==> config.mk <==
export PLATFORM = sky130hd
export DESIGN_NAME = qsub_pipe
export DESIGN_NICKNAME = d
export VERILOG_FILES = /design/src/rtl/qfix_pkg.sv /design/src/rtl/qsm_mag_unit.sv /design/src/rtl/qsub_pipe.sv
export SDC_FILE = /design/constraint.sdc
export NUM_CORES = 1
export LEC_CHECK = 0
export BUFFER_PORTS_ARGS = -buffer_cell sky130_fd_sc_hd__buf_4
export CORE_MARGIN = 2
export CORE_UTILIZATION = 45
export CTS_CLUSTER_SIZE = 16
export DETAILED_ROUTE_END_ITERATION = 12
export GPL_TIMING_DRIVEN = 0
export PLACE_DENSITY_LB_ADDON = 0.3
export REMOVE_ABC_BUFFERS = 1
export SYNTH_ARGS = -nofsm -noshare
export SYNTH_HDL_FRONTEND = slang
export SYNTH_SLANG_ARGS = --single-unit
==> constraint.sdc <==
create_clock -name clk -period 4.4 [get_ports clk]
set_clock_uncertainty 0.05 [all_clocks]
set_input_delay 0.88 -clock clk [delete_from_list [all_inputs] [get_ports clk]]
set_output_delay 0.88 -clock clk [all_outputs]
set_load 0.02 [all_outputs]
==> src/rtl/qfix_pkg.sv <==
// Shared sign-magnitude fixed-point definitions for the qsub datapath.
// Default format is Q15 in a 32-bit word: sign bit on top, 31-bit magnitude below.
package qfix_pkg;

    localparam int Q_DEF = 15;
    localparam int N_DEF = 32;
    localparam int MAG_W = N_DEF - 1;
    localparam logic [MAG_W-1:0] MAG_MAX = '1;

    typedef struct packed {
        logic             sign;
        logic [MAG_W-1:0] mag;
    } sm_word_t;

    // A zero magnitude never carries a sign, so -0 behaves exactly like +0.
    function automatic logic eff_sign(input logic sign, input logic mag_nz);
        return sign & mag_nz;
    endfunction

endpackage

==> src/rtl/qsm_mag_unit.sv <==
// Combinational sign-magnitude add/subtract of two magnitudes with overflow flag.
// QSUB_SAT_EN defined: overflowing sums saturate to all ones; otherwise the carry is dropped.
import qfix_pkg::*;

module qsm_mag_unit #(
    parameter int W = MAG_W
) (
    input  logic [W-1:0] mag_a,
    input  logic [W-1:0] mag_b,
    input  logic         sign_a,
    input  logic         sign_b,
    input  logic         ge,
    input  logic         sub,
    output logic [W-1:0] mag_c,
    output logic         sign_c,
    output logic         ovf
);

    logic [W:0]   sum;
    logic [W-1:0] diff;
    logic         sign_raw;

    always_comb begin
        sum      = {1'b0, mag_a} + {1'b0, mag_b};
        diff     = ge ? (mag_a - mag_b) : (mag_b - mag_a);
        mag_c    = sum[W-1:0];
        sign_raw = sign_a;
        ovf      = 1'b0;
        if (sub) begin
            mag_c    = diff;
            sign_raw = ge ? sign_a : sign_b;
        end else begin
            ovf = sum[W];
`ifdef QSUB_SAT_EN
            if (sum[W]) begin
                mag_c = {W{1'b1}};
            end
`endif
        end
        sign_c = sign_raw & (|mag_c);
    end

endmodule

==> src/rtl/qsub_pipe.sv <==
// Two-stage valid/ready sign-magnitude subtractor c = a - b in Q format.
// Build option QSUB_SAT_EN selects saturation instead of wrap on magnitude overflow.
import qfix_pkg::*;

module qsub_pipe #(
    parameter int Q = Q_DEF,
    parameter int N = N_DEF
) (
    input  logic         clk,
    input  logic         rst_n,
    input  logic         in_valid,
    output logic         in_ready,
    input  logic [N-1:0] a,
    input  logic [N-1:0] b,
    output logic         out_valid,
    input  logic         out_ready,
    output logic [N-1:0] c,
    output logic         ovf
);

    localparam int W = N - 1;

    if (Q >= N) begin : g_q_check
        $error("qsub_pipe: Q must leave room for the sign bit");
    end

    logic         v1, v2;
    logic         adv1, adv2;
    logic [W-1:0] s1_mag_a, s1_mag_b;
    logic         s1_sign_a, s1_sign_b, s1_ge, s1_sub;

    logic [W-1:0] in_mag_a, in_mag_b;
    logic         in_sign_a, in_sign_b;

    logic [W-1:0] mag_c;
    logic         sign_c, ovf_c;

    assign adv2     = !v2 || out_ready;
    assign adv1     = !v1 || adv2;
    assign in_ready = adv1;
    assign out_valid = v2;

    // Subtraction is addition of b with its sign flipped.
    assign in_mag_a  = a[W-1:0];
    assign in_mag_b  = b[W-1:0];
    assign in_sign_a = eff_sign(a[N-1], |in_mag_a);
    assign in_sign_b = eff_sign(~b[N-1], |in_mag_b);

    qsm_mag_unit #(.W(W)) u_mag (
        .mag_a  (s1_mag_a),
        .mag_b  (s1_mag_b),
        .sign_a (s1_sign_a),
        .sign_b (s1_sign_b),
        .ge     (s1_ge),
        .sub    (s1_sub),
        .mag_c  (mag_c),
        .sign_c (sign_c),
        .ovf    (ovf_c)
    );

    always_ff @(posedge clk or negedge rst_n) begin
        if (!rst_n) begin
            v1        <= 1'b0;
            v2        <= 1'b0;
            s1_mag_a  <= '0;
            s1_mag_b  <= '0;
            s1_sign_a <= 1'b0;
            s1_sign_b <= 1'b0;
            s1_ge     <= 1'b0;
            s1_sub    <= 1'b0;
            c         <= '0;
            ovf       <= 1'b0;
        end else begin
            if (adv1) begin
                v1 <= in_valid;
            end
            if (adv1 && in_valid) begin
                s1_mag_a  <= in_mag_a;
                s1_mag_b  <= in_mag_b;
                s1_sign_a <= in_sign_a;
                s1_sign_b <= in_sign_b;
                s1_ge     <= (in_mag_a >= in_mag_b);
                s1_sub    <= in_sign_a ^ in_sign_b;
            end
            if (adv2) begin
                v2 <= v1;
            end
            if (adv2 && v1) begin
                c   <= {sign_c, mag_c};
                ovf <= ovf_c;
            end
        end
    end

endmodule

==> results.sh, run 1 <==
export IMPL_rsz0062_at_grt="false"
export IMPL_ys_seq_area_share_pct=25.5
export IMPL_detail_route_drc_violations=0
export IMPL_clockBufferDepth=2
export IMPL_dp_hpwl_um=24300
export IMPL_grt_pass1_wl_um=48600
export IMPL_worst_slack_ns=0.242
export IMPL_nets=1464
export IMPL_root_buffer="clkbuf_16"
export IMPL_grt_overflow_total=0
export IMPL_power_density_nw_per_um2=454
export IMPL_final_hold_viol_count=0
export IMPL_crit_arrival_ns=4.41
export IMPL_die_h_um=152
export IMPL_cts_hold_buf=0
export IMPL_grt_max_degree=102
export IMPL_boundaryPins=103
export IMPL_port_buffers=102
export IMPL_htree_levels=3
export IMPL_layout_commonest_cell="ha_1"
export IMPL_drt_iter0_markers=915
export IMPL_path_class="reg2reg"
export IMPL_initial_core_util_pct=45.7
export IMPL_antenna_cells=0
export IMPL_antenna_found_initial=0
export IMPL_synth_seq_cells=101
export IMPL_syn_to_final_growth_pct=12.9
export IMPL_track_usage_pct=26.0
export IMPL_synth_edff_count=0
export IMPL_slowest_delay_ns=0.52
export IMPL_ys_flop_type="dfrtp_1"
export IMPL_ant_nets=0
export IMPL_setup_viol=0
export IMPL_fp_row_count=54
export IMPL_crit_fanout=10
export IMPL_synth_area_per_cell_sq_um=8.23
export IMPL_dp_cells=1531
export IMPL_vias=9367
export IMPL_netlist_instances=1205
export IMPL_drv_slew=0
export IMPL_first_pass_iters=6
export IMPL_tightest_slew_ns=1.15
export IMPL_gp_routability_congestion=0.952
export IMPL_viasPerCell=6.05
export IMPL_min_path_type="in2async"
export IMPL_outcome="complete, no violations"
export IMPL_cts_reportedPaths_clkPinSlew_ns=0.08
export IMPL_slew_headroom_pct=23.3
export IMPL_mostFrequentLayoutCells="ha_1 (129), inv_1 (125), buf_4 (102), dfrtp_1 (98), nand2_1 (96)"
export IMPL_pre_cts_ws_ns=-0.207
export IMPL_timing_final_crit_share_pct=94.5
export IMPL_cts_tree="yes"
export IMPL_clkLatencyLatePin_ns=0.37
export IMPL_fp_dieW_um=152
export IMPL_fin_crit_ns=4.16
export IMPL_numCtsBuffers=9
export IMPL_drive_gt1_share_pct=15.8
export IMPL_yosysWarnings=0
export IMPL_p_leak_nw=5.20
export IMPL_max_freq_mhz=241
export IMPL_cpMostUsedCell="a21oi_1"
export IMPL_netlist_area_sq_um=9910
export IMPL_clock_sinks=101
export IMPL_critPathLaunchType="flop"
export IMPL_critPathRequiredTime_ns=4.65
export IMPL_async_flop_share_pct=100
export IMPL_finalWirelength_um=30500
export IMPL_routedWlPerCell_um=19.7
export IMPL_slowest_stage="or4_1"
export IMPL_synth_cell_type_count=76
export IMPL_vdd_ir_drop_max_mv=0.208
export IMPL_drv_cap=0
export IMPL_end_kind="flop"
export IMPL_crit_chain="inv_1, ha_1, nand2b_1, a2111oi_2, o21ai_1, a21oi_2, nand3_1, a21oi_1, a211o_1, a2111oi_0, or4_1, and4b_1, a21oi_1"
export IMPL_n_fill_cell=2095
export IMPL_grt_pass1_vias=8792
export IMPL_fp_coreArea_sq_um=21700
export IMPL_stdcell_count=1549
export IMPL_die_area_sq_um=23200
## routing by layer
layer / vias up / track usage (%) / part of all wire (%) / wire (um)
met5: - / 0 / 0 / 0
met4: 0 / 6.79 / 1.8 / 541
met3: 41 / 3.07 / 7.2 / 2200
met2: 376 / 38.4 / 42 / 12900
met1: 4469 / 40.2 / 49 / 14800
li1: 4481 / - / - / -
## cells by family after synthesis
group / after synthesis / share of synthesized area (%)
flops: 101 / 25.5
fa+ha+maj: 132 / 16.9
compound gates: 377 / 25.4
buf+inv: 183 / 7.12
simple gates: 336 / 17.1
xor+xnor: 23 / 2.03
mux: 53 / 5.97
## layout make-up
class                           count  area [sq um]  share of cell area [%]
Multi-Input combinational cell    921          6700                    59.9
Sequential cell                   101          2530                    22.6
Timing Repair Buffer              106           852                    7.62
Inverter                          125           469                    4.19
Tap cell                          280           350                    3.13
Clock buffer                       10           229                    2.05
Clock inverter                      6          56.3                   0.503
## stage by stage
step | hold WS, ns | cell area [sq um] | power [mW] | util [%] | TNS [ns]
final | 0.219 | 11200 | 5.08 | 51.6 | 0
after global routing | 0.214 | 11200 | 5.43 | 51.6 | 0
after CTS | 0.435 | 11100 | 5.03 | 51.3 | 0
after detailed placement | 0.419 | 10800 | 4.21 | 50.0 | -0.207
after global placement | 0.415 | 10800 | 4.17 | 49.8 | -0.357
after floorplan | 0.399 | 9680 | 3.25 | - | 0
## critical path: cells and delay by family (launching register included)
kind,cells,cell delay (ns)
flops,1,0.41
compound gates,7,1.96
fa+ha+maj,1,0.42
simple gates,4,1.16
buf+inv,1,0.06
## Yosys cell counts (7+ instances only)
cell | n | area share, %
ha_1 | 129 | 16
o21ai_0 | 86 | 4.3
or2_2 | 7 | 0.44
xnor2_1 | 19 | 1.7
a31oi_1 | 19 | 1.2
nor2b_1 | 17 | 1.1
nand4_1 | 20 | 1.3
o211ai_1 | 16 | 1.2
nand2_1 | 97 | 3.7
a21oi_1 | 92 | 4.6
dfrtp_1 | 101 | 25
clkbuf_1 | 44 | 1.7
nand2b_1 | 12 | 0.76
nor4_1 | 19 | 1.2
mux2_2 | 49 | 5.6
nor2_1 | 63 | 2.4
buf_1 | 9 | 0.34
a2111oi_0 | 7 | 0.62
nor3_1 | 37 | 1.9
a21o_1 | 28 | 2.1
o31ai_1 | 15 | 1.1
nand3_1 | 19 | 0.96
inv_1 | 125 | 4.7
o21bai_1 | 12 | 0.91
a211oi_1 | 22 | 1.7
o311ai_0 | 7 | 0.62
o21a_1 | 14 | 1.1
## power breakdown
group          switching (mW)  internal, mW
clock network           0.420         0.398
registers               0.213          1.16
logic                    1.76          1.13
## flip-flops by register name, summed over array words and instances (netlist names)
register / cells
ovf: 1
s1_sub: 1
s1_sign_b: 1
c: 32
out_valid: 1
s1_ge: 1
s1_mag_b: 31
v1: 1
s1_mag_a: 31
s1_sign_a: 1
## timing repair
action,4_1_cts,5_1_grt
buffers inserted,0,1
pin swaps,0,2
cloned,0,0
endpoints found under the setup margin,1,1
resized for setup,1,5
## path summary, 6_finish.rpt
kind | cells past startpoint | to | slack (ns) | startpoint
worst max-delay path | 13 | c[31] | 0.24 | s1_mag_a[2]
worst min-delay path | 1 | s1_mag_b[2] | 0.22 | rst_n
worst max register to register | 13 | c[31] | 0.24 | s1_mag_a[2]
worst min register to register | 2 | c[12] | 0.43 | c[12]
max in group asynchronous | 2 | s1_ge | 3.41 | rst_n
min in group clk | 2 | c[12] | 0.43 | c[12]
No activity file was read; power rests on OpenSTA's default activity.
==> inputs of run 2 (changes only) <==
Settings changed: REMOVE_ABC_BUFFERS 1 to not set.
==> results.sh, run 2 (same netlist as run 1, synthesis figures left out) <==
export IMPL_outcome="complete, no violations"
export IMPL_gp_routability_congestion=1.01
export IMPL_tightest_slew_ns=0.812
export IMPL_path_class="reg2reg"
export IMPL_critPathRequiredTime_ns=4.60
export IMPL_root_buffer="clkbuf_16"
export IMPL_slowest_stage="or4_4"
export IMPL_cts_hold_buf=0
export IMPL_finalWirelength_um=35000
export IMPL_wl_met3_um=2420
export IMPL_cts_tree="yes"
export IMPL_crit_fanout=10
export IMPL_die_h_um=152
export IMPL_crit_arrival_ns=4.34
export IMPL_grt_pass1_vias=9455
export IMPL_power_total_mw=5.26
export IMPL_worst_slack_ns=0.263
export IMPL_power_density_nw_per_um2=462
export IMPL_dr_wl_met2_um=15100
export IMPL_cts_reportedPaths_clkPinSlew_ns=0.08
export IMPL_htree_levels=3
export IMPL_clock_sinks=101
export IMPL_grt_overflow_total=0
export IMPL_final_hold_viol_count=0
export IMPL_vdd_ir_drop_max_mv=0.184
export IMPL_dp_cells=1587
export IMPL_end_kind="flop"
export IMPL_fp_dieW_um=152
export IMPL_crit_chain="inv_1, ha_1, buf_2, nand2b_1, a2111oi_2, o21ai_1, a21oi_2, nand3_1, and3_1, or4_4, a211oi_2, nand4_1, nor4b_2, a21oi_1"
export IMPL_slowest_delay_ns=0.53
export IMPL_grt_pass1_wl_um=54900
export IMPL_largest_reg_flops=32
export IMPL_numCtsBuffers=9
export IMPL_reg_top3="c x32, s1_mag_a x31, s1_mag_b x31"
export IMPL_wl_met1_um=16700
export IMPL_nets=1519
export IMPL_top_layer_used="met4"
export IMPL_antenna_cells=0
export IMPL_pre_cts_ws_ns=0.191
export IMPL_layout_commonest_cell="ha_1"
export IMPL_critPathLaunchType="flop"
export IMPL_p_leak_nw=5.28
export IMPL_vias=9737
export IMPL_detail_route_drc_violations=0
export IMPL_dp_hpwl_um=28800
export IMPL_first_pass_iters=5
export IMPL_die_area_sq_um=23200
export IMPL_setup_tns_ns=0
export IMPL_fp_coreArea_sq_um=21700
export IMPL_slew_headroom_pct=45.3
export IMPL_viasPerCell=6.07
export IMPL_drive_gt1_share_pct=15.4
export IMPL_drt_iter0_markers=781
export IMPL_fp_row_count=54
export IMPL_setup_viol=0
export IMPL_routedWlPerCell_um=21.8
export IMPL_drv_slew=0
export IMPL_clockBufferDepth=2
export IMPL_clkLatencyLatePin_ns=0.37
export IMPL_port_buffers=102
export IMPL_timing_final_crit_share_pct=94.0
export IMPL_syn_to_final_growth_pct=14.9
export IMPL_boundaryPins=103
export IMPL_track_usage_pct=29.9
export IMPL_grt_max_degree=102
export IMPL_stdcell_count=1604
export IMPL_initial_core_util_pct=45.7
export IMPL_ant_nets=0
export IMPL_max_freq_mhz=242
export IMPL_antenna_found_initial=0
export IMPL_drv_cap=0
export IMPL_syn_nets=1405
export IMPL_top_register="c"
export IMPL_fin_crit_ns=4.14
export IMPL_mostFrequentLayoutCells="ha_1 (129), inv_1 (125), buf_4 (102), dfrtp_1 (100), nand2_1 (97)"
export IMPL_min_path_type="reg2reg"
## run 2: changes by cell type in the layout (fill, tap and decap cells not counted), sizes merged
cell / change
clkbuf: +43
clkinv: +2
buf: +11
clkinvlp: -1
## run 2: power by group
group          internal, mW  switching (mW)
combinational          1.15            1.91
sequential             1.16           0.206
clock                 0.402           0.436
total                  2.71            2.56
## run 2: repair_timing
| item | in CTS | in global routing |
|---|---|---|
| gates resized for setup | 0 | 8 |
| endpoints found under the setup margin | 0 | 4 |
| setup buffers | 0 | 1 |
## run 2: final timing paths
kind,start,end,slack (ns),depth (start not counted)
max,s1_mag_a[2],c[31],0.26,14
min,c[15],c[15],0.43,2
max reg2reg,s1_mag_a[2],c[31],0.26,14
min reg2reg,c[15],c[15],0.43,2
max in group asynchronous,rst_n,s1_mag_a[1],3.39,2
min in group asynchronous,rst_n,c[27],0.47,2
## run 2: critical path, delay by kind of cell, from the launching register on
kind                       cells  cell delay [ns]
buffers and inverters          2             0.25
DFF                            1             0.46
and+or+nand+nor                6             1.54
adders and majority gates      1             0.28
AOI/OAI and AO/OA              5             1.43
## run 2: stage by stage
step                hold WS (ns)  util (%)  instance area [sq um]
floorplan                  0.399         -                   9910
finish                     0.435      52.5                  11400
global placement           0.410      50.8                  11000
detailed placement         0.420      50.8                  11000
global route               0.455      52.5                  11400
CTS                        0.437      52.2                  11300
## run 2: layout make-up
cell class	count	area [sq um]
Sequential cell	101	2530
Timing Repair Buffer	104	805
Buffer	57	234
Tap cell	280	350
Multi-Input combinational cell	921	6700
Inverter	125	469
Clock inverter	7	70.1
Clock buffer	9	225
Fill cell	2162	10300
## run 2: per-layer routing
layer	GRT usage [%]	vias to the layer above
li1	-	4596
met4	7.45	0
met5	0	-
met2	45.8	380
met1	45.4	4726
met3	2.87	35
==> inputs of run 3 (changes only) <==
Clock period 4.4 ns to 3.9 ns, I/O delays scaled along.
==> results.sh, run 3 (same netlist as run 1, synthesis figures left out) <==
export IMPL_crit_chain="clkbuf_1, clkbuf_1, clkbuf_2, o211ai_1, o311ai_0, o31ai_2, a211oi_1, xnor2_1, a211oi_2, nand4_1, nor4b_2, a21oi_1"
export IMPL_critPathRequiredTime_ns=4.10
export IMPL_boundaryPins=103
export IMPL_reg_top3="c x32, s1_mag_a x31, s1_mag_b x31"
export IMPL_seq_area_sq_um=2530
export IMPL_cts_reportedPaths_clkPinSlew_ns=0.08
export IMPL_cpMostUsedCell="clkbuf_1"
export IMPL_drv_cap=0
export IMPL_slowest_stage="clkbuf_1"
export IMPL_crit_arrival_ns=4.04
export IMPL_critPathLaunchType="flop"
export IMPL_crit_fanout=10
export IMPL_slowest_delay_ns=0.56
export IMPL_drive_gt1_share_pct=21.4
export IMPL_pre_cts_ws_ns=-0.309
export IMPL_ant_nets=0
export IMPL_gp_routability_congestion=1.01
export IMPL_wl_met3_um=2680
export IMPL_fp_dieW_um=152
export IMPL_cp_startpoint="s1_ge"
export IMPL_n_fill_cell=2099
export IMPL_multi_input_area_sq_um=7020
export IMPL_tightest_slew_ns=0.915
export IMPL_rsz0062_at_grt="true"
export IMPL_fin_crit_ns=3.84
export IMPL_antenna_found_initial=0
export IMPL_dp_cells=1587
export IMPL_outcome="complete, no violations"
export IMPL_hold_start="c[15]"
export IMPL_grt_max_degree=102
export IMPL_fp_coreArea_sq_um=21700
export IMPL_cts_tree="yes"
export IMPL_top_layer_used="met4"
export IMPL_numCtsBuffers=9
export IMPL_holdWs_ns=0.434
export IMPL_routedWlPerCell_um=22.0
export IMPL_mostFrequentLayoutCells="buf_4 (125), ha_1 (123), inv_1 (120), nand2_1 (96), dfrtp_1 (95)"
export IMPL_r2r_start="s1_ge"
export IMPL_reg2reg_depth=12
export IMPL_clkLatencyLatePin_ns=0.37
export IMPL_slew_headroom_pct=39.0
export IMPL_initial_core_util_pct=45.7
export IMPL_syn_to_final_growth_pct=19.6
export IMPL_grt_overflow_total=0
export IMPL_min_path_type="reg2reg"
export IMPL_die_h_um=152
export IMPL_vdd_ir_drop_max_mv=0.208
export IMPL_nets=1537
export IMPL_grt_pass1_vias=9518
export IMPL_rrSetupSlack_ns=0.06
export IMPL_largest_reg_flops=32
export IMPL_cts_hold_buf=0
export IMPL_drv_slew=0
export IMPL_setup_viol=0
export IMPL_stdcell_count=1622
export IMPL_track_usage_pct=30.0
export IMPL_placed_area_sq_um=11000
export IMPL_fp_row_count=54
export IMPL_max_freq_mhz=260
export IMPL_final_hold_viol_count=0
export IMPL_wl_met1_um=16600
export IMPL_port_buffers=102
export IMPL_dp_hpwl_um=28800
export IMPL_clock_sinks=101
export IMPL_final_area_sq_um=11900
export IMPL_die_area_sq_um=23200
export IMPL_htree_levels=3
export IMPL_p_leak_nw=5.43
export IMPL_dr_wl_met2_um=15400
export IMPL_grt_pass1_wl_um=55000
export IMPL_viasPerCell=6.05
export IMPL_cp_endpoint="c[31]"
export IMPL_first_pass_iters=5
export IMPL_power_density_nw_per_um2=523
export IMPL_vias=9818
export IMPL_root_buffer="clkbuf_16"
export IMPL_detail_route_drc_violations=0
export IMPL_syn_nets=1405
export IMPL_path_class="reg2reg"
export IMPL_finalWirelength_um=35600
export IMPL_clockBufferDepth=2
export IMPL_top_register="c"
export IMPL_layout_commonest_cell="buf_4"
export IMPL_worst_slack_ns=0.0588
export IMPL_end_kind="flop"
export IMPL_timing_final_crit_share_pct=98.5
export IMPL_r2r_end="c[31]"
export IMPL_drt_iter0_markers=716
export IMPL_antenna_cells=0
export IMPL_power_total_mw=6.20
## run 3: cell type report
class	instances	share of cell area [%]
Clock inverter	7	0.591
Multi-Input combinational cell	921	59.2
Timing Repair Buffer	124	7.88
Buffer	55	2.11
Tap cell	280	2.95
Clock buffer	9	1.90
Inverter	125	3.96
Sequential cell	101	21.4
## run 3: repair_timing
item	4_1_cts	5_1_grt
gates resized for setup	22	86
gates cloned	0	0
hold endpoints to repair	0	0
endpoints found under the setup margin	4	3
pin swaps	6	21
buffers inserted	5	17
## run 3: layer usage
| layer | up-vias | track usage [%] |
|---|---|---|
| met1 | 4781 | 44.7 |
| met5 | - | 0 |
| met3 | 43 | 3.95 |
| li1 | 4623 | - |
| met4 | 0 | 8.73 |
| met2 | 371 | 45.4 |
## run 3: how the worst min path moves through the flow
stage | end | slack (ns) | cells after the start
after floorplan | s1_sign_a | 0.40 | 2
after global placement | c[22] | 0.41 | 2
after detailed placement | c[22] | 0.42 | 2
after CTS | c[15] | 0.44 | 2
after global routing | c[15] | 0.45 | 2
final | c[15] | 0.43 | 2
## run 3: power breakdown
| part | leakage (nW) | switching (mW) | internal, mW |
|---|---|---|---|
| logic | 4.09 | 2.27 | 1.44 |
| registers | 1.20 | 0.234 | 1.31 |
| clock network | 0.147 | 0.496 | 0.453 |
## run 3: worst max-delay path, delay by kind of cell (launching register included)
| family | cells | cell delay [ns] |
|---|---|---|
| AOI/OAI and AO/OA | 6 | 1.17 |
| buffers and inverters | 3 | 1.56 |
| xor gates and xnor gates | 1 | 0.20 |
| and+or+nand+nor | 2 | 0.41 |
| DFF | 1 | 0.33 |
## run 3: stage by stage
stage	setup TNS (ns)	util, %
global placement	-0.937	50.8
finish	0	54.7
floorplan	0	-
global route	-0.115	54.7
detailed placement	-0.881	50.8
CTS	0	52.7
